## config.mk

```make
export PLATFORM = sky130hd
export DESIGN_NAME = risc_prog_loader_flat
export DESIGN_NICKNAME = d
export VERILOG_FILES = /design/src/rtl/risc_pkg.sv /design/src/rtl/risc_prog_loader_if.sv /design/src/rtl/gap_timer.sv /design/src/rtl/risc_prog_loader.sv /design/src/flat_wrapper.sv
export SDC_FILE = /design/constraint.sdc
export NUM_CORES = 1
export LEC_CHECK = 0
export ABC_AREA = 1
export BUFFER_PORTS_ARGS = -buffer_cell sky130_fd_sc_hd__buf_4
export CORE_MARGIN = 2
export CORE_UTILIZATION = 60
export CTS_BUF_LIST = sky130_fd_sc_hd__clkbuf_16
export DETAILED_ROUTE_END_ITERATION = 7
export GPL_ROUTABILITY_DRIVEN = 0
export PLACE_DENSITY_LB_ADDON = 0.3
export SYNTH_ARGS = -nofsm -noshare
export SYNTH_HDL_FRONTEND = slang
export SYNTH_SLANG_ARGS = --single-unit
```

## constraint.sdc

```tcl
create_clock -name clk -period 4.33 [get_ports clk]
set_input_delay 0.866 -clock clk [delete_from_list [all_inputs] [get_ports clk]]
set_output_delay 0.866 -clock clk [all_outputs]
set_load 0.01 [all_outputs]
```

## src/rtl/risc_pkg.sv

```systemverilog
// Shared Risc16 definitions: instruction width, the loader frame start byte
// and the loader state encoding.
package risc_pkg;
    localparam int         INSTR_W   = 16;
    localparam logic [7:0] MAGIC_DEF = 8'hA5;

    typedef enum logic [2:0] {
        WAIT_MAGIC,
        GET_COUNT,
        GET_LO,
        GET_HI,
        GET_SUM,
        DONE,
        ERROR
    } ld_state_e;
endpackage

```

## src/rtl/risc_prog_loader_if.sv

```systemverilog
// Byte stream into the program loader. The source drives data and valid.
// The loader drives ready.
interface risc_prog_loader_if;
    logic [7:0] in_data;
    logic       in_valid;
    logic       in_ready;

    modport master (output in_data, in_valid, input in_ready);
    modport slave  (input in_data, in_valid, output in_ready);
endinterface

```

## src/rtl/gap_timer.sv

```systemverilog
// Idle-gap counter. It clears on every accepted byte and holds at zero while
// disabled. It asserts expire combinationally once it reaches TIMEOUT_CYC-1.
module gap_timer #(
    parameter int TIMEOUT_CYC = 1000000
) (
    input  logic clk,
    input  logic reset,
    input  logic clr,
    input  logic en,
    output logic expire
);
    localparam int CW = (TIMEOUT_CYC > 2) ? $clog2(TIMEOUT_CYC) : 1;

    logic [CW-1:0] cnt;

    assign expire = en && (cnt == CW'(TIMEOUT_CYC - 1));

    always_ff @(posedge clk) begin
        if (reset || clr || !en)
            cnt <= '0;
        else if (!expire)
            cnt <= cnt + CW'(1);
    end
endmodule

```

## src/rtl/risc_prog_loader.sv

```systemverilog
// Fills the Risc16 instruction memory from a framed byte stream:
// MAGIC, COUNT, COUNT x (LO, HI), then SUM, where SUM is the XOR of the data bytes.
module risc_prog_loader
    import risc_pkg::*;
#(
    parameter int         ADDR_W      = 4,
    parameter logic [7:0] MAGIC       = MAGIC_DEF,
    parameter int         TIMEOUT_CYC = 1000000
) (
    input  logic                clk,
    input  logic                reset,
    risc_prog_loader_if.slave   in_bus,
    output logic                mem_we,
    output logic [ADDR_W-1:0]   mem_addr,
    output logic [INSTR_W-1:0]  mem_wdata,
    output logic                cpu_hold,
    output logic                load_done,
    output logic                load_error,
    output logic [ADDR_W:0]     words_loaded
);
    localparam int DEPTH = 1 << ADDR_W;
    localparam int CW    = ADDR_W + 1;

    ld_state_e           state, state_n;
    logic [CW-1:0]       count_q, count_n, wl_n;
    logic [7:0]          lo_q, lo_n, sum_q, sum_n;
    logic                we_n;
    logic [ADDR_W-1:0]   addr_n;
    logic [INSTR_W-1:0]  wdata_n;
    logic                acc, gap_en, expire;

    assign in_bus.in_ready = 1'b1;
    assign acc    = in_bus.in_valid && in_bus.in_ready;
    assign gap_en = state inside {GET_COUNT, GET_LO, GET_HI, GET_SUM};

    gap_timer #(.TIMEOUT_CYC(TIMEOUT_CYC)) u_gap (
        .clk    (clk),
        .reset  (reset),
        .clr    (acc),
        .en     (gap_en),
        .expire (expire)
    );

    always_comb begin
        state_n = state;
        count_n = count_q;
        lo_n    = lo_q;
        sum_n   = sum_q;
        we_n    = 1'b0;
        addr_n  = mem_addr;
        wdata_n = mem_wdata;
        wl_n    = words_loaded;
        if (acc) begin
            case (state)
                WAIT_MAGIC, DONE, ERROR: begin
                    if (in_bus.in_data == MAGIC) begin
                        state_n = GET_COUNT;
                        sum_n   = 8'h00;
                        wl_n    = '0;
                    end
                end
                GET_COUNT: begin
                    if (in_bus.in_data == 8'h00 || int'(in_bus.in_data) > DEPTH)
                        state_n = ERROR;
                    else begin
                        count_n = CW'(in_bus.in_data);
                        state_n = GET_LO;
                    end
                end
                GET_LO: begin
                    lo_n    = in_bus.in_data;
                    sum_n   = sum_q ^ in_bus.in_data;
                    state_n = GET_HI;
                end
                GET_HI: begin
                    // The word index is the low bits of words_loaded. With a full-depth
                    // frame it wraps to 0 after the final write.
                    we_n    = 1'b1;
                    addr_n  = words_loaded[ADDR_W-1:0];
                    wdata_n = {in_bus.in_data, lo_q};
                    sum_n   = sum_q ^ in_bus.in_data;
                    wl_n    = words_loaded + CW'(1);
                    state_n = (wl_n == count_q) ? GET_SUM : GET_LO;
                end
                GET_SUM: state_n = (in_bus.in_data == sum_q) ? DONE : ERROR;
                default: state_n = WAIT_MAGIC;
            endcase
        end else if (expire) begin
            state_n = ERROR;
        end
    end

    always_ff @(posedge clk) begin
        if (reset) begin
            state        <= WAIT_MAGIC;
            count_q      <= '0;
            lo_q         <= 8'h00;
            sum_q        <= 8'h00;
            mem_we       <= 1'b0;
            mem_addr     <= '0;
            mem_wdata    <= '0;
            words_loaded <= '0;
            cpu_hold     <= 1'b1;
            load_done    <= 1'b0;
            load_error   <= 1'b0;
        end else begin
            state        <= state_n;
            count_q      <= count_n;
            lo_q         <= lo_n;
            sum_q        <= sum_n;
            mem_we       <= we_n;
            mem_addr     <= addr_n;
            mem_wdata    <= wdata_n;
            words_loaded <= wl_n;
            // The flags and the hold are registered from the next state, so they
            // change together.
            cpu_hold     <= (state_n != DONE);
            load_done    <= (state_n == DONE);
            load_error   <= (state_n == ERROR);
        end
    end
endmodule

```

## src/flat_wrapper.sv

```systemverilog
// flat-port wrapper written by rule: the top's interface ports become plain ports
module risc_prog_loader_flat import risc_pkg::*;
#(
    parameter int         ADDR_W      = 4,
    parameter logic [7:0] MAGIC       = MAGIC_DEF,
    parameter int         TIMEOUT_CYC = 1000000
)
  (clk, reset, mem_we, mem_addr, mem_wdata, cpu_hold, load_done, load_error, words_loaded, in_bus_in_data, in_bus_in_valid, in_bus_in_ready);
  risc_prog_loader_if in_bus_i ();
  input  logic clk;
  input  logic reset;
  output logic mem_we;
  output logic [ADDR_W-1:0] mem_addr;
  output logic [INSTR_W-1:0] mem_wdata;
  output logic cpu_hold;
  output logic load_done;
  output logic load_error;
  output logic [ADDR_W:0] words_loaded;
  input wire logic [$bits(in_bus_i.in_data)-1:0] in_bus_in_data;
  input wire logic [$bits(in_bus_i.in_valid)-1:0] in_bus_in_valid;
  output wire logic [$bits(in_bus_i.in_ready)-1:0] in_bus_in_ready;
  assign in_bus_i.in_data = in_bus_in_data;
  assign in_bus_i.in_valid = in_bus_in_valid;
  assign in_bus_in_ready = in_bus_i.in_ready;
  risc_prog_loader #(.ADDR_W(ADDR_W), .MAGIC(MAGIC), .TIMEOUT_CYC(TIMEOUT_CYC)) u_core (.clk(clk), .reset(reset), .in_bus(in_bus_i), .mem_we(mem_we), .mem_addr(mem_addr), .mem_wdata(mem_wdata), .cpu_hold(cpu_hold), .load_done(load_done), .load_error(load_error), .words_loaded(words_loaded));
endmodule
```

* Word level (Yosys, flattened, before mapping)
Cells that the tools add are included.
** Storage, ports and cells
- Register bits :: 73
- Input port bits :: 11
- Output and inout port bits :: 30
- Word-level logic and storage cells :: 62
** Operators by class
- Add/sub/neg operators :: 2
- Order comparisons :: 1
- Equal/unequal tests :: 14
- Multiplexer cells :: 12
- Bitwise operators :: 3
- Reduce and logical (&&, ||, !) cells :: 18
** Operators with widths (number)
- adder 20 x 1 -> 20 bit (second input constant) :: 1
- equality test 20 bit (second input constant) :: 1
- case mux 8 bit (2 select lines) :: 1
- equality test 3 bit (second input constant) :: 5
- two-way mux 3 bit :: 5
- case mux 3 bit (5 select lines) :: 1
- case mux 5 bit (2 select lines) :: 1
- AND reduction 3 bit :: 3
- equality test 8 bit :: 1
- equality test 8 bit (second input constant) :: 1
- > comparator 8 x 5 -> 1 bit (second input constant) :: 1
- logical NOT 8 bit :: 1
- two-way mux 8 bit :: 1
- XOR 8 bit :: 1
- equality test 3 x 2 -> 1 bit (second input constant) :: 2
- adder 5 x 1 -> 5 bit (second input constant) :: 1
- equality test 5 bit :: 1
- two-way mux 5 bit :: 1
- AND reduction 2 bit :: 2
- nonzero test 2 bit :: 2
- nonzero test 4 bit :: 1
- OR reduction 2 bit :: 2
- equality test 3 x 1 -> 1 bit (second input constant) :: 1
- logical NOT 3 bit :: 1
- 9 further kinds :: 12

* Logic depth before layout (Yosys ltp)
- Depth in word-level cells :: 6
- Gate-level depth with buffers :: 14
- Gate-level depth less buffers :: 14

* Modules after synthesis
From an unflattened synthesis, not the netlist that was laid out.
** Unflattened totals
- Cells, all modules :: 520
- Area, all modules :: 3621.0 um^2
** Modules (own cells, without submodules)
- risc_prog_loader :: times used 1, cells each 344, area each 2477.4 um^2, sequential area each 1061.0 um^2
- gap_timer :: times used 1, cells each 176, area each 1143.6 um^2, sequential area each 400.4 um^2

* Worst setup path before layout
No wires, ideal clock.
- Path kind :: input to register
- Start point :: input port in_bus_in_valid
- End point :: register u_core.sum_q[2]
- Setup time :: 132 ps
- Data arrival time :: 1789 ps
- Required time :: 4198 ps
- Setup slack :: 2409 ps
- Stages on the path :: 8
- Path buffers :: 2
- Path through :: buf_2 -> inv_1 -> nor2_4 -> inv_2 -> and2_1 -> buf_2 -> nand2_1 -> a21oi_1
** On the way
- Cells in the longest elaborated chain, start to end :: 1
** Ends and longest elaborated chain
- start, declared :: RTL line flat_wrapper.sv:20 : input wire logic [$bits(in_bus_i.in_valid)-1:0] in_bus_in_valid;
- AND reduction 3 bit (no line)
- end signal, assigned :: RTL line risc_prog_loader.sv:110 : sum_q <= sum_n;
- end, declared :: RTL line risc_prog_loader.sv:26 : logic [7:0] lo_q, lo_n, sum_q, sum_n;
Every way passes these cells.
A chain may end at the register's enable or synchronous reset.

* Worst setup path in the final report
- Start point :: input port reset
- End point :: register u_core.u_gap.cnt[12]
** On the way
- Cells in the longest elaborated chain, start to end :: 2
** Ends and longest elaborated chain
- start, declared :: RTL line flat_wrapper.sv:11 : input logic reset;
- logical OR 1 bit (2 in series) :: RTL line gap_timer.sv:19 : if (reset || clr || !en)
- end signal, assigned :: RTL line gap_timer.sv:22 : cnt <= cnt + CW'(1);
- end, declared :: RTL line gap_timer.sv:14 : logic [CW-1:0] cnt;
Every way passes these cells.

==> impl_metrics.prom <==
# TYPE chip_impl_metric gauge
chip_impl_info{name="max_stage_delay_cell_worst_path",value="inv_1"} 1
chip_impl_metric{name="num-fill-cells",unit=""} 436
chip_impl_metric{name="antenna_found_initial",unit=""} 0
chip_impl_metric{name="cts_resized",unit=""} 0
chip_impl_metric{name="cts_buffers",unit=""} 9
chip_impl_metric{name="die-width",unit="um"} 79.11
chip_impl_metric{name="synth.lib_cells_used.distinct",unit=""} 34
chip_impl_metric{name="sum_of_negative_setup_slack",unit="ps"} 0
chip_impl_metric{name="netlist_area",unit="um^2"} 3384
chip_impl_info{name="hp-class",value="flip-flop to flip-flop"} 1
chip_impl_metric{name="clock_latency_late_sink",unit="ps"} 330
chip_impl_metric{name="total_power",unit="uW"} 1456
chip_impl_metric{name="finish.net_count",unit=""} 533
chip_impl_info{name="worstSetupPathType",value="input port to flip-flop"} 1
chip_impl_metric{name="area_of_the_die",unit="um^2"} 6258
chip_impl_metric{name="synthesis.area_per_instance",unit="um^2"} 6.950
chip_impl_metric{name="maximum_vdd_drop",unit="V"} 0.0003004
chip_impl_metric{name="insertedDiodeCount",unit=""} 0
chip_impl_metric{name="detail_route.drc_violations",unit=""} 0
chip_impl_metric{name="setup_viol_count_final",unit=""} 0
chip_impl_metric{name="grt_pass1_wl",unit="um"} 12460
chip_impl_metric{name="syn_inst",unit=""} 487
chip_impl_metric{name="net-switching-power",unit="uW"} 320.4
chip_impl_metric{name="min_period_over_period",unit=""} 0.5532
chip_impl_metric{name="ys_warn_count",unit=""} 0
chip_impl_info{name="critPathLaunchType",value="input port"} 1
chip_impl_metric{name="core.rowCount",unit=""} 27
chip_impl_metric{name="internal_power",unit="uW"} 1135
chip_impl_info{name="synth_top_area_cell",value="dfxtp_1"} 1
chip_impl_metric{name="crit_path_max_fanout",unit=""} 27
chip_impl_metric{name="dp_cells",unit=""} 581
chip_impl_info{name="crit_path_end_kind",value="flip-flop"} 1
chip_impl_metric{name="max-cap-violations",unit=""} 0
chip_impl_info{name="tritoncts",value="done"} 1
chip_impl_metric{name="aggregate_routed_wire_length",unit="um"} 7425
chip_impl_metric{name="powerDensity",unit="nW/um^2"} 367.0
chip_impl_metric{name="area_growth_syn_to_layout",unit="%"} 17.23
chip_impl_info{name="post_synth_most_frequent_cells",value="nand2_1, dfxtp_1, a21oi_1, inv_1, o21ai_0"} 1
chip_impl_info{name="cts_root_buf",value="clkbuf_16"} 1
chip_impl_metric{name="postSynthRegisterBits",unit=""} 73
chip_impl_metric{name="timing.critical_path.slowest_cell_delay",unit="ps"} 500
chip_impl_metric{name="drtAntennaViolNets",unit=""} 0
chip_impl_metric{name="dr.pass1.iters",unit=""} 4
chip_impl_metric{name="cts_max_level",unit=""} 3
chip_impl_metric{name="crit_required",unit="ps"} 4590
chip_impl_metric{name="post_route_cells_drive_above_1_share",unit=""} 0.1314
chip_impl_metric{name="grt_start_max_net_pins",unit=""} 34
chip_impl_metric{name="port-buffer-count",unit=""} 39
chip_impl_metric{name="r2r_setup_slack",unit="ps"} 2250
chip_impl_info{name="most_instantiated_library_cell_after_synthesis",value="nand2_1"} 1
chip_impl_info{name="path_cells",value="buf_4 -> inv_1 -> nand3_1 -> inv_1 -> o21ai_0 -> a21oi_1"} 1
chip_impl_metric{name="pwr-share-comb",unit=""} 0.027
chip_impl_metric{name="routedWlPerCell",unit="um"} 12.44
chip_impl_metric{name="report.final.slew_viol_count",unit=""} 0
chip_impl_metric{name="number_of_enable_flip_flop_cells_after_synthesis",unit=""} 0
chip_impl_metric{name="p_leak",unit="uW"} 0.001678
chip_impl_info{name="run_status",value="completed"} 1
chip_impl_metric{name="global_route.usage.total",unit=""} 0.2502
chip_impl_metric{name="first_global_vias",unit=""} 2887
chip_impl_metric{name="number_of_hold_violations_in_the_final_report",unit=""} 0
chip_impl_metric{name="worst_ep_arrival_time",unit="ps"} 2660
chip_impl_info{name="ys.flop_type",value="dfxtp_1"} 1
chip_impl_metric{name="detailed_place_hpwl",unit="um"} 5148
chip_impl_metric{name="pin_count",unit=""} 41
chip_impl_metric{name="post-synth-top-area-fraction",unit=""} 0.4318
chip_impl_metric{name="drt_first_iter_violations",unit=""} 214
chip_impl_metric{name="maxClockFrequency",unit="MHz"} 417.5
chip_impl_metric{name="seqPwrFrac",unit=""} 0.462
chip_impl_metric{name="share_of_async_settable_or_async_resettable_flops_after_synthesis",unit=""} 0
chip_impl_metric{name="clockBufferDepth",unit=""} 2
chip_impl_info{name="synth.area.top_cells",value="dfxtp_1, nand2_1, a21oi_1, inv_1, o21ai_0"} 1
chip_impl_metric{name="timing.final.crit_period",unit="ps"} 2396
chip_impl_metric{name="fin_skew",unit="ps"} 5.873
chip_impl_metric{name="netSwitchingFraction",unit=""} 0.2201
chip_impl_metric{name="instances_no_fill",unit=""} 597
chip_impl_metric{name="worst_pin_slew",unit="ps"} 637.5
chip_impl_metric{name="clk_pin_slew_worst_paths",unit="ps"} 60
chip_impl_metric{name="starting_utilization_of_the_core_area",unit=""} 0.6184
chip_impl_info{name="setup_repair_after_global_routing_missed_its_margin",value="false"} 1
chip_impl_metric{name="end_of_flow_core_utilization",unit=""} 0.7250
chip_impl_info{name="worst_path_most_repeated_cell",value="inv_1"} 1
chip_impl_metric{name="syn_nets",unit=""} 500
chip_impl_metric{name="global_route.overflow_total",unit=""} 0
chip_impl_metric{name="coreArea",unit="um^2"} 5473
chip_impl_metric{name="slew_headroom",unit=""} 0.5745
chip_impl_metric{name="via_per_inst",unit=""} 5.357
chip_impl_metric{name="ctsHoldBuffers",unit=""} 0
chip_impl_metric{name="cts_sinks",unit=""} 73
chip_impl_metric{name="cts_setup_buffers",unit=""} 0
chip_impl_metric{name="via_count",unit=""} 3198
chip_impl_metric{name="clkPwrFrac",unit=""} 0.511
chip_impl_metric{name="seq_area_frac_synth",unit=""} 0.4318
chip_impl_metric{name="die_h",unit="um"} 79.11
[final cells by class]
cell class | instances | area (um^2) | share of cell area
Tap cell | 72 | 90.09 | 0.02271
Inverter | 56 | 210.2 | 0.05298
Timing Repair Buffer | 39 | 292.8 | 0.07379
Sequential cell | 73 | 1461 | 0.3683
Multi-Input combinational cell | 341 | 1609 | 0.4055
Clock buffer | 9 | 225.2 | 0.05676
Clock inverter | 7 | 78.83 | 0.01987
[path summary, 6_finish.rpt]
check        cells after the start            startpoint                    to
max reg2reg                      8       u_core.state[1]    u_core.mem_addr[0]
min                              1  u_core.u_gap.cnt[17]  u_core.u_gap.cnt[17]
min reg2reg                      1  u_core.u_gap.cnt[17]  u_core.u_gap.cnt[17]
max                              6                 reset  u_core.u_gap.cnt[12]
[power by group through the flow]
stage	combinational [uW]	clock (uW)	sequential, uW
floorplan	23.7	0	687
detailed placement	38.3	0	688
global placement	37.5	0	688
global route	44.1	777	672
CTS	38.8	754	673
finish	39.4	744	673
[cell usage in the layout, fill, tap and decap left out, types with 5 or more instances in the layout]
master and n:
nor2_1 33, clkbuf_16 9, inv_2 5, nand4_1 8, a21oi_1 63, o21ai_0 35, nor3_1 8, dfxtp_1 73
inv_1 51, nand2_1 133, buf_4 39, nand3_1 34
[worst max-delay path: cells and delay by family]
kind                   cells  cell delay [ps]
buffers and inverters      3             1050
and+or+nand+nor            1              470
AOI/OAI and AO/OA          2              260
[sequential cells by signal, indices dropped and copies added (netlist names)]
register / flops
u_core.sum_q: 8
u_core.mem_we: 1
u_core.load_done: 1
u_core.cpu_hold: 1
u_core.load_error: 1
u_core.words_loaded: 5
u_core.mem_wdata: 16
u_core.count_q: 5
u_core.u_gap.cnt: 20
u_core.state: 3
u_core.lo_q: 8
u_core.mem_addr: 4
[cell families (layout without fill, tap and decap cells)]
family | count (synthesis) | after routing | share of synthesized area
buf+inv | 73 | 111 | 0.09279
other cells | 1 | 1 | 0.001108
simple gates | 230 | 230 | 0.2969
xor+xnor | 4 | 4 | 0.01035
flops | 73 | 73 | 0.4318
fa+ha+maj | 2 | 2 | 0.007393
compound gates | 104 | 104 | 0.1597
[routing by layer]
layer / vias to the layer above / GRT usage / wire length (um)
met5: - / 0 / 0
li1: 1644 / - / -
met2: 94 / 0.4127 / 3475
met3: 13 / 0.05568 / 445
met4: 0 / 0.09655 / 130
met1: 1447 / 0.3198 / 3372
[through the flow]
stage	hold slack, ps	setup slack (ps)	instance area [um^2]
6_report	455.2	1935	3968
4_1_cts	457.7	1945	3968
3_5_place_dp	441.5	1614	3664
3_3_place_gp	442.8	1687	3664
5_1_grt	483.1	1685	3968
2_1_floorplan	422.4	2409	3385
Note: power is estimated with default switching activity, not from simulation.
